===== config.mk =====
export PLATFORM = sky130hd
export DESIGN_NAME = tank_access_sequencer
export DESIGN_NICKNAME = d
export VERILOG_FILES = /design/src/rtl/tank_access_sequencer.sv
export SDC_FILE = /design/constraint.sdc
export NUM_CORES = 1
export LEC_CHECK = 0
export BUFFER_PORTS_ARGS = -buffer_cell sky130_fd_sc_hd__buf_4
export CAP_MARGIN = 20
export CORE_ASPECT_RATIO = 0.9
export CORE_UTILIZATION = 51
export CTS_BUF_LIST = sky130_fd_sc_hd__clkbuf_4 sky130_fd_sc_hd__clkbuf_8 sky130_fd_sc_hd__clkbuf_16
export CTS_CLUSTER_SIZE = 8
export DETAILED_ROUTE_END_ITERATION = 10
export PLACE_DENSITY = 0.81
export SYNTH_ARGS = -nofsm -noshare
export SYNTH_HDL_FRONTEND = slang
export SYNTH_SLANG_ARGS = --single-unit

===== constraint.sdc =====
create_clock -name clk -period 3.1 [get_ports clk]
set_input_delay 0 -clock clk [delete_from_list [all_inputs] [get_ports clk]]
set_output_delay 0 -clock clk [all_outputs]
set_load 0.01 [all_outputs]

===== src/rtl/tank_access_sequencer.sv =====
// Purpose : one store request -> one-hot in/out/clr tank selects, timed to the rotating tank position.
// Latency : selects open on the addressed digit/word (>= 2 cycles after req), ack one cycle after the last select cycle.
// Backpressure: req is sampled only while idle; requests arriving while busy are dropped.
// Build option: define LONG_WORD_EN to honour long_wd (full-word transfers); otherwise every transfer is a half word.
module tank_access_sequencer #(
  parameter int NUM_RACKS      = 4,
  parameter int TANKS_PER_RACK = 8,
  parameter int WORDS_PER_TANK = 16,
  parameter int WORD_DIGITS    = 36,
  localparam int NT = NUM_RACKS * TANKS_PER_RACK,
  localparam int RW = (NUM_RACKS > 1) ? $clog2(NUM_RACKS) : 1,
  localparam int TW = (TANKS_PER_RACK > 1) ? $clog2(TANKS_PER_RACK) : 1,
  localparam int WW = (WORDS_PER_TANK > 1) ? $clog2(WORDS_PER_TANK) : 1,
  localparam int DW = (WORD_DIGITS > 1) ? $clog2(WORD_DIGITS) : 1
) (
  input  logic          clk,
  input  logic          reset,
  input  logic          req,
  input  logic          wr,
  input  logic [RW-1:0] rack_sel,
  input  logic [TW-1:0] tank_sel,
  input  logic [WW-1:0] word_sel,
  input  logic          half_sel,
  input  logic          long_wd,
  input  logic          mib,
  input  logic [NT-1:0] tank_mob,
  output logic [NT-1:0] tank_in,
  output logic [NT-1:0] tank_clr,
  output logic [NT-1:0] tank_out,
  output logic          mob,
  output logic [DW-1:0] digit,
  output logic [WW-1:0] word,
  output logic          busy,
  output logic          ack,
  output logic          err
);

  localparam int HALF = WORD_DIGITS / 2;
  localparam int IW   = (NT > 1) ? $clog2(NT) : 1;

`ifdef LONG_WORD_EN
  localparam logic LONG_EN = 1'b1;
`else
  localparam logic LONG_EN = 1'b0;
`endif

  typedef enum logic [1:0] {
    IDLE = 2'd0,
    WAIT = 2'd1,
    XFER = 2'd2,
    DONE = 2'd3
  } state_t;

  // Free-running tank position.
  logic [DW-1:0] digit_q, digit_d;
  logic [WW-1:0] word_q, word_d;

  // Request fields latched at accept.
  state_t        state_q;
  logic          wr_l_q;
  logic [RW-1:0] rack_l_q;
  logic [TW-1:0] tank_l_q;
  logic [WW-1:0] word_l_q;
  logic          half_l_q;
  logic          long_l_q;
  logic          first_q;
  logic [DW-1:0] cnt_q;

  // Registered outputs.
  logic [NT-1:0] tank_in_q, tank_clr_q, tank_out_q;
  logic          busy_q, ack_q, err_q;

  logic [DW-1:0] start_dig;
  logic [DW-1:0] last_cnt;
  logic [IW-1:0] sel_idx;
  logic [NT-1:0] sel_oh;
  logic          range_ok;
  logic          pos_match;

  // Write data goes from main control straight to the rack write gates; the
  // port is kept so the sequencer drops into the old decode path unchanged.
  logic unused_mib;
  assign unused_mib = mib;

  // Next tank position: digit wraps every word time, word wraps every circulation.
  always_comb begin
    digit_d = digit_q + 1'b1;
    word_d  = word_q;
    if (digit_q == DW'(WORD_DIGITS - 1)) begin
      digit_d = '0;
      word_d  = (word_q == WW'(WORDS_PER_TANK - 1)) ? '0 : word_q + 1'b1;
    end
  end

  // Position counters run regardless of the sequencer state.
  always_ff @(posedge clk) begin
    if (reset) begin
      digit_q <= '0;
      word_q  <= '0;
    end else begin
      digit_q <= digit_d;
      word_q  <= word_d;
    end
  end

  // Transfer window and target tank derived from the latched request.
  assign start_dig = (!long_l_q && half_l_q) ? DW'(HALF) : '0;
  assign last_cnt  = long_l_q ? DW'(WORD_DIGITS - 1) : DW'(HALF - 1);
  assign range_ok  = (int'(rack_l_q) < NUM_RACKS) && (int'(tank_l_q) < TANKS_PER_RACK);
  assign sel_idx   = IW'(int'(rack_l_q) * TANKS_PER_RACK + int'(tank_l_q));
  assign sel_oh    = NT'(1) << sel_idx;
  // Compare against the next position so the registered selects rise exactly
  // on the start digit.
  assign pos_match = (digit_d == start_dig) && (word_d == word_l_q);

  // Sequencer: accept, wait for the word to come round, gate it for one window, acknowledge.
  always_ff @(posedge clk) begin
    if (reset) begin
      state_q    <= IDLE;
      wr_l_q     <= 1'b0;
      rack_l_q   <= '0;
      tank_l_q   <= '0;
      word_l_q   <= '0;
      half_l_q   <= 1'b0;
      long_l_q   <= 1'b0;
      first_q    <= 1'b0;
      cnt_q      <= '0;
      tank_in_q  <= '0;
      tank_clr_q <= '0;
      tank_out_q <= '0;
      busy_q     <= 1'b0;
      ack_q      <= 1'b0;
      err_q      <= 1'b0;
    end else begin
      case (state_q)
        IDLE: begin
          ack_q <= 1'b0;
          err_q <= 1'b0;
          if (req) begin
            wr_l_q   <= wr;
            rack_l_q <= rack_sel;
            tank_l_q <= tank_sel;
            word_l_q <= word_sel;
            half_l_q <= half_sel;
            long_l_q <= long_wd & LONG_EN;
            first_q  <= 1'b1;
            busy_q   <= 1'b1;
            state_q  <= WAIT;
          end
        end
        WAIT: begin
          first_q <= 1'b0;
          if (first_q && !range_ok) begin
            err_q   <= 1'b1;
            ack_q   <= 1'b1;
            state_q <= DONE;
          end else if (pos_match) begin
            cnt_q <= '0;
            if (wr_l_q) begin
              tank_in_q  <= sel_oh;
              tank_clr_q <= sel_oh;
            end else begin
              tank_out_q <= sel_oh;
            end
            state_q <= XFER;
          end
        end
        XFER: begin
          if (cnt_q == last_cnt) begin
            tank_in_q  <= '0;
            tank_clr_q <= '0;
            tank_out_q <= '0;
            ack_q      <= 1'b1;
            state_q    <= DONE;
          end else begin
            cnt_q <= cnt_q + 1'b1;
          end
        end
        DONE: begin
          ack_q   <= 1'b0;
          err_q   <= 1'b0;
          busy_q  <= 1'b0;
          state_q <= IDLE;
        end
        default: state_q <= IDLE;
      endcase
    end
  end

  assign tank_in  = tank_in_q;
  assign tank_clr = tank_clr_q;
  assign tank_out = tank_out_q;
  assign mob      = |(tank_mob & tank_out_q);
  assign digit    = digit_q;
  assign word     = word_q;
  assign busy     = busy_q;
  assign ack      = ack_q;
  assign err      = err_q;

endmodule


Word-level counts from Yosys, hierarchy flattened --
Index checks and enable logic that the tools add are counted.
Cells by class: add/subtract/negate cells 4, eq/ne operators 14, shifts and indexed selects 1, muxes and demuxes 22, bitwise gates (word level) 2, reductions and logical operators 13
Operators with widths (number):
- $mux W32 | 5
- $pmux W32 S2 | 2
- $and A32 B32 Y32 | 1
- $reduce_or A32 Y1 | 1
- $shl A1 B5 Y32 const A | 1
- $mux W6 | 3
- $add A6 B1 Y6 const B | 2
- $ne A2 B2 Y1 const B | 6
- $pmux W6 S2 | 1
- $mux W4 | 2
- $pmux W2 S4 | 1
- $reduce_and A4 Y1 | 2
- $eq A6 B5 Y1 | 1
- $eq A6 B5 Y1 const B | 1
- $eq A6 B6 Y1 const B | 1
- $mux W2 | 3
- $reduce_and A2 Y1 | 3
- $reduce_and A3 Y1 | 2
- $add A5 B3 Y5 | 1
- $mux W5 | 1
- $add A4 B1 Y4 const B | 1
- $eq A2 B2 Y1 const B | 2
- $eq A4 B4 Y1 | 1
- $eq A4 B4 Y1 const B | 1
- 8 further kinds | 11
Storage, ports and cells: bits in registers 95, input port bits 48, output and inout bits 110, logic and storage cells 69

Logic depth before layout (Yosys ltp) --
Gate-level depths: netlist of the first run.
depth after elaboration 7, depth in mapped cells 10, mapped depth without buffers 8

Least setup slack after synthesis of the first run --
Ideal clock, no wire load.
kind register -> register, start register digit_q[0] (netlist: digit[0]), end register tank_clr_q[10] (netlist: tank_clr[10]), library setup time 0.072 ns, arrival 2.547 ns, required time 3.028 ns, setup slack 0.482 ns, cell stages (with the launch flop) 10, buffers on the path 2, period minus slack after synthesis 2.618 ns, path through dfxtp_1 > ha_1 > nor2b_1 > buf_2 > and3_1 > mux2_2 > o221a_2 > a32oi_4 > buf_6 > mux2i_1
Between the ends: cells in the longest elaborated chain, start to end 6, elaborated cells on any way between the ends 9, classes of those cells add/sub (1); eq/ne (4); mux (2); reduce/logical (2)
Ends and longest elaborated chain:
- start: declaration | RTL line 55 | logic [DW-1:0] digit_q, digit_d;
- start signal: assignment | RTL line 101 | digit_q <= digit_d;
- $add A6 B1 Y6 or $eq A6 B6 Y1 (tied branches) | RTL line 87, 89
- $mux W6 or $mux W4 (tied branches) | RTL line 89 | if (digit_q == DW'(WORD_DIGITS - 1)) begin
- $eq A6 B5 Y1 or $eq A4 B4 Y1 (tied branches) | RTL line 114 | assign pos_match = (digit_d == start_dig) && (word_d == word_l_q);
- $logic_and A1 B1 Y1 (*) | RTL line 114
- $ne A2 B2 Y1 (no line) (*)
- $reduce_and A4 Y1 (no line) (*)
- end signal: assignment | RTL line 161 | tank_clr_q <= sel_oh;
- end: declaration | RTL line 70 | logic [NT-1:0] tank_in_q, tank_clr_q, tank_out_q;
Every way passes the cells marked *; elsewhere a longest branch is shown, timed or not. A chain may end at the register's enable or synchronous reset.

Final worst setup path of the first run --
start register digit_q[0] (netlist: digit[0]), end register tank_out_q[24] (netlist: tank_out[24])
Between the ends: cells in the longest elaborated chain, start to end 6, elaborated cells on any way between the ends 9, classes of those cells add/sub (1); eq/ne (4); mux (2); reduce/logical (2)
Ends and longest elaborated chain:
- $add A6 B1 Y6 or $eq A6 B6 Y1 (tied branches) | RTL line 87, 89
- $mux W6 or $mux W4 (tied branches) | RTL line 89
- $eq A6 B5 Y1 or $eq A4 B4 Y1 (tied branches) | RTL line 114
- $logic_and A1 B1 Y1 (*) | RTL line 114
- $ne A2 B2 Y1 (no line) (*)
- $reduce_and A4 Y1 (no line) (*)
- end signal: assignment | RTL line 163 | tank_out_q <= sel_oh;
- end: declaration | RTL line 70
Marked as above.

==> results of run 1 <==
==> timing repair <==
action / 4_1_cts / 5_1_grt
buffers inserted: 0 / 1
endpoints found under the setup margin: 0 / 1
hold buffers: 11 / 0
endpoints found under the hold margin: 11 / 0
==> final timing paths <==
check	start	slack, ns	end	cells past startpoint
worst min register to register	wr_l_q	0.48	wr_l_q	2
worst max register to register	digit[0]	0.21	tank_out[24]	8
worst min-delay path	reset	0.03	ack	2
worst max-delay path	digit[0]	0.21	tank_out[24]	8
==> logic make-up (layout without fill, tap and decap cells) <==
family | Yosys count | after routing | synth area share (%)
simple gates | 214 | 214 | 21.8
flops | 95 | 95 | 39.9
compound gates | 74 | 74 | 12.7
buf+inv | 69 | 195 | 9.03
mux | 66 | 66 | 13.9
fa+ha+maj | 8 | 8 | 2.10
xor+xnor | 3 | 3 | 0.551
other cells | 1 | 1 | 0.0787
==> cell usage after synthesis (2+ instances only) <==
master / instances / area (um^2)
buf_4: 33 / 248
inv_1: 6 / 22.5
xnor2_1: 3 / 26.3
a32o_1: 4 / 40.0
a211oi_1: 2 / 15.0
nor3_1: 9 / 45.0
buf_6: 6 / 67.6
a22oi_1: 12 / 90.1
buf_2: 2 / 10.0
nor2_1: 15 / 56.3
and3_1: 4 / 25.0
and2_1: 7 / 43.8
nand3_1: 35 / 175
ha_1: 8 / 100
mux2i_1: 65 / 651
o21a_1: 2 / 15.0
clkbuf_1: 19 / 71.3
a22o_1: 2 / 17.5
dfxtp_1: 95 / 1900
a31oi_1: 2 / 12.5
nand4_1: 9 / 56.3
nor4_1: 4 / 25.0
o21ai_0: 5 / 25.0
nor2_2: 2 / 12.5
or4_1: 2 / 15.0
or3_1: 3 / 18.8
a21oi_1: 22 / 110
nand2b_1: 4 / 25.0
a221oi_1: 2 / 17.5
a32oi_4: 2 / 55.1
o31ai_1: 2 / 15.0
nor2b_1: 10 / 62.6
a211oi_2: 2 / 25.0
o211ai_1: 4 / 30.0
nand2_1: 99 / 372
==> routing by layer <==
metal | GRT usage, % | vias up | part of all wire (%)
met5 | 0 | - | 0
met1 | 33.3 | 1998 | 47
met3 | 2.98 | 23 | 4.8
met4 | 9.17 | 0 | 2.3
li1 | - | 2089 | -
met2 | 39.3 | 156 | 46
==> flip-flops by register name, summed over array words and instances, names as in the netlist <==
register / cells
ack: 1
busy: 1
cnt_q: 6
digit: 6
half_l_q: 1
rack_l_q: 2
state_q: 2
tank_clr: 32
tank_l_q: 3
tank_out: 32
word: 4
word_l_q: 4
wr_l_q: 1
==> through the flow <==
step                      utilization [%]  setup slack (ns)  cells  instance area (um^2)
after floorplan                         -             0.482    530                  4770
after global placement               63.2             0.292    750                  5740
after detailed placement             63.2             0.220    750                  5740
after CTS                            66.5             0.187    777                  6040
after global routing                 66.6            0.0145    778                  6050
final                                66.6             0.213    778                  6050
==> worst register-to-register path: cells and delay by family (launching register included) <==
kind | cells | cell delay (ns)
adders and majority gates | 1 | 0.31
muxes | 2 | 0.61
DFF | 1 | 0.45
AOI/OAI and AO/OA | 2 | 0.58
and+or+nand+nor | 2 | 0.58
buffers and inverters | 1 | 0.28
==> layout make-up <==
cell class	instances	area share, %
Tap cell	122	2.52
Inverter	8	0.497
Clock inverter	6	0.869
Clock buffer	10	2.28
Timing Repair Buffer	171	22.1
Sequential cell	95	31.5
Multi-Input combinational cell	366	40.3
==> power groups by stage <==
| stage | logic, uW | registers (uW) | clock network, uW |
|---|---|---|---|
| 2_1_floorplan | 740 | 1360 | 0 |
| 3_3_place_gp | 925 | 1380 | 0 |
| 3_5_place_dp | 945 | 1380 | 0 |
| 4_1_cts | 959 | 1360 | 801 |
| 5_1_grt | 1050 | 1370 | 843 |
| 6_report | 971 | 1360 | 789 |
==> metrics, run 1 <==
status=finished, violations left; violations in the final reports=design-rule violations; clock sinks=95; die extent in y=93.7 um; largest delay contributor family on the critical path=multiplexers; count of pins over their slew limit=0; CTS buffer count=9; number of nets at the end of the flow=707; worst clock skew on the final layout=0.0149 ns; fraction of final layout cells with drive strength greater than 1=29.9%; relative contribution of sequential cells to total power=43.5%; max-capacitance violation count=0; total gr overflow=0; classification of the worst-slack hold path=input port to flop; Synthesized Nets=586; number of synthesized flops with an enable pin=0; via count of the first global-routing pass=3827; number of diodes added for antenna fixing=0; area of the mapped netlist=4770 um^2; setup violation total in the final timing report=0; Multi-input gate area=2430 um^2; leading cell type in the layout, fill and taps excluded=buf_4; worst setup path category=flop to flop; TritonCTS clock tree=yes; clock period minus worst slack=2.89 ns; fraction of power consumed by the clock network=25.3%; area of the core=9080 um^2; list of cells traversed by the critical path=ha_1, nor2b_1, and3_1, mux2_2, o221a_2, a32oi_4, buf_12, mux2i_1; num rows=33; number of synthesis warnings=0; total net switching power=1100 uW; maximum fanout encountered on the critical timing path=32; antenna violations before repair=0; Boundary Pins=158; Hold Slack=0.0322 ns; register cell area after layout=1900 um^2; number of DRC violations after detailed routing=1; Resized cells post-CTS=0; slowest cell on the critical path=dfxtp_1; First DRT Iteration DRCs=227; H-tree depth=3; routed length per placed instance=15.6 um; fill cell count=746; actual transition at the worst max-transition pin=0.925 ns; #FFs+latches synth=95; total half-perimeter wirelength after legalization and detailed placement=8680 um; aggregate global-route resource usage=24.3%; Fmax=346 MHz; switching part of the total power=35.2%; worst IR drop on VDD=0.000304 V; number of hold-slack violations in the final timing report=0; average cell area after synthesis=8.99 um^2; kind of capture point of the worst setup path=flop; RSZ-0062 raised after global routing=false; Setup Total Neg Slack=0 ns; async set-reset flop share out of synthesis=0%; leakage power summed over all cells=0.00284 uW; Syn Inst Count=530; Routability Congestion=0.847; unique cell type count in the Yosys netlist=62; clock edge transition at the registers on the reported setup and hold paths=0.10 ns; number of iterations in the first detailed-routing pass=8; latest clock arrival within the worst-skew pair=0.36 ns; total via count after detailed routing=4266; required time at the worst-slack endpoint=3.39 ns; worst max-slew margin expressed relative to the limit=37.6%; Horiz. Die Dim=104 um; Critical Path Source Type=flop; Die Outline Area=9740 um^2; CP max stage delay=0.45 ns; Port-buffer cells=154; final WL=12100 um; cell at the root of the clock tree=clkbuf_8; dominant synthesized flop cell=dfxtp_1; CP Data Arrival Time=3.18 ns; power density over the cells=516 nW/um^2; drt via density=5.48; buffer depth of the longest clock path=2; starting density of the core=52.5%; wire length of the first global-routing pass=19000 um; post-route fraction of the period consumed by the critical path=93.1%; design internal power=2020 uW; count of nets left with antenna violations after detail routing=0; signed area change from the synthesized netlist to the final layout=26.8%; pin count of the biggest net entering global routing=52; register area share after synthesis=39.9%; most frequent cells in the layout=buf_4 (158), nand2_1 (99), dfxtp_1 (95), mux2i_1 (65), nand3_1 (35); total chip power=3120 uW; combinational group share of total power=31.2%; number of buffer and inverter stages on the critical path=1
No activity file was read; power rests on OpenSTA's default activity.
==> run 2, diff against run 1 <==
CORE_UTILIZATION = 52   (was 51)
CTS_BUF_LIST = sky130_fd_sc_hd__clkbuf_2 sky130_fd_sc_hd__clkbuf_4 sky130_fd_sc_hd__clkbuf_8   (was sky130_fd_sc_hd__clkbuf_4 sky130_fd_sc_hd__clkbuf_8 sky130_fd_sc_hd__clkbuf_16)
PLACE_DENSITY = 0.82   (was 0.81)
==> run 2 against run 1 <==
The flow now finishes without violations; non-clock buffer count decreased by 2; sequential share of layout area is 0.091 points higher; count of clock-buffer cells in the layout unchanged; wire length is 3.5% higher; total power is 0.89% lower; final cell count decreased by 0.64%; maximum frequency grew 0.71%; first-iteration DRC count increased by 48%; utilization increased by 2.5 points; critical endpoint is now tank_out[29]; largest power group unchanged; highest routed layer unchanged.
==> metrics, run 2 (synthesis results as in run 1) <==
status=completed; worst clock skew on the final layout=0.0128 ns; kind of capture point of the worst setup path=flop; latest clock arrival within the worst-skew pair=0.36 ns; antenna violations before repair=0; total gr overflow=0; slowest cell on the critical path=dfxtp_1; final setup margin=0.233 ns; Critical Path Source Type=flop; fraction of final layout cells with drive strength greater than 1=29.8%; worst setup path category=flop to flop; worst max-slew margin expressed relative to the limit=38.1%; hold wc startpoint=reset; clock edge transition at the registers on the reported setup and hold paths=0.09 ns; Routability Congestion=0.799; final std cell area, no fill=6030 um^2; Post-Place Worst Slack=0.188 ns; most frequent cells in the layout=buf_4 (155), nand2_1 (99), dfxtp_1 (95), mux2i_1 (65), nand3_1 (35); leakage power summed over all cells=0.00283 uW; wire length of the first global-routing pass=20100 um; final core utilization=69.1%; number of cells traversed by the worst hold path=2; relative contribution of sequential cells to total power=44.0%; number of DRC violations after detailed routing=0; post-route fraction of the period consumed by the critical path=92.5%; count of cells along the worst register-to-register path=8; total via count after detailed routing=4315; Die Outline Area=9560 um^2; count of pins over their slew limit=0; First DRT Iteration DRCs=337; die extent in y=92.8 um; number of diodes added for antenna fixing=0; Setup Total Neg Slack=0 ns; starting density of the core=54.6%; clock period minus worst slack=2.87 ns; switching part of the total power=35.5%; design internal power=1990 uW; Boundary Pins=158; CTS buffer count=9; total net switching power=1100 uW; setup violation total in the final timing report=0; TritonCTS clock tree=yes; list of cells traversed by the critical path=ha_1, nor2b_2, and3_1, mux2_2, o221a_2, a32oi_4, buf_12, mux2i_1; aggregate global-route resource usage=27.0%; count of nets left with antenna violations after detail routing=0; CP max stage delay=0.44 ns; startpoint of the worst setup timing path=digit[0]; actual transition at the worst max-transition pin=0.919 ns; power density over the cells=512 nW/um^2; H-tree depth=3; pin count of the biggest net entering global routing=55; number of iterations in the first detailed-routing pass=5; classification of the worst-slack hold path=input port to flop; leading cell type in the layout, fill and taps excluded=buf_4; signed area change from the synthesized netlist to the final layout=26.5%; area of the core=8730 um^2; placed cell areas=5740 um^2; required time at the worst-slack endpoint=3.38 ns; Fmax=349 MHz; number of setup buffers added after CTS=0; Horiz. Die Dim=103 um; fraction of power consumed by the clock network=24.1%; total half-perimeter wirelength after legalization and detailed placement=8980 um; Port-buffer cells=154; final WL=12500 um; max-capacitance violation count=0; cell at the root of the clock tree=clkbuf_8; number of nets at the end of the flow=705; clock sinks=95; routed length per placed instance=16.2 um; combinational group share of total power=31.9%; RSZ-0062 raised after global routing=false; via count of the first global-routing pass=4035; maximum fanout encountered on the critical timing path=32; CP Data Arrival Time=3.14 ns; reg2reg start=digit[0]; buffer depth of the longest clock path=2; drt via density=5.58; num rows=32; number of hold-slack violations in the final timing report=0; worst IR drop on VDD=0.000270 V
-- run 2: layer usage --
layer / track usage [%] / vias to the layer above / wire, um / share of wire [%]
met4: 10.7 / 0 / 215 / 1.7
met5: 0 / - / 0 / 0
met3: 3.32 / 14 / 765 / 6.1
met2: 41.9 / 166 / 5880 / 47
li1: - / 2076 / - / -
met1: 37.6 / 2059 / 5670 / 45
-- run 2: per-stage QoR --
step	total power, uW	cells	hold slack (ns)
after floorplan	2100	530	0.136
after global placement	2310	746	0.253
after detailed placement	2350	746	0.267
after CTS	3090	773	0.0286
after global routing	3250	773	0.0475
final	3090	773	0.0438
-- run 2: path summary, 6_finish.rpt --
path                  endpoint  slack (ns)
setup / recovery  tank_out[29]        0.23
hold / removal             ack        0.04
setup reg to reg  tank_out[29]        0.23
hold reg to reg   tank_clr[10]        0.48
-- run 2: cell type report --
type	instances	area (um^2)
clock buffers	10	131
clock inverters	6	45.0
fillers	697	2700
inverters	8	30.0
multi-input cells	366	2440
flip-flops and latches	95	1900
well taps	119	149
repair buffers	169	1330
-- run 2: power by group through the flow --
| stage | Sequential, uW | Combinational, uW | Clock [uW] |
|---|---|---|---|
| finish | 1360 | 985 | 745 |
| floorplan | 1360 | 740 | 0 |
| global route | 1370 | 1070 | 815 |
| global placement | 1380 | 934 | 0 |
| detailed placement | 1390 | 965 | 0 |
| CTS | 1360 | 976 | 761 |
-- run 2: repair_timing --
action,CTS,global route
gates resized for setup,0,1
setup endpoints to repair,0,26
endpoints found under the hold margin,11,0
hold buffers,11,0
-- run 2: worst max-delay path, delay by kind of cell (launching register included) --
| family | cells | cell delay (ns) |
|---|---|---|
| AO/OA/AOI/OAI | 2 | 0.57 |
| adder cells (fa/ha/maj) | 1 | 0.32 |
| buffers and inverters | 1 | 0.27 |
| flip-flops | 1 | 0.44 |
| multiplexers | 2 | 0.60 |
| AND/OR/NAND/NOR | 2 | 0.56 |
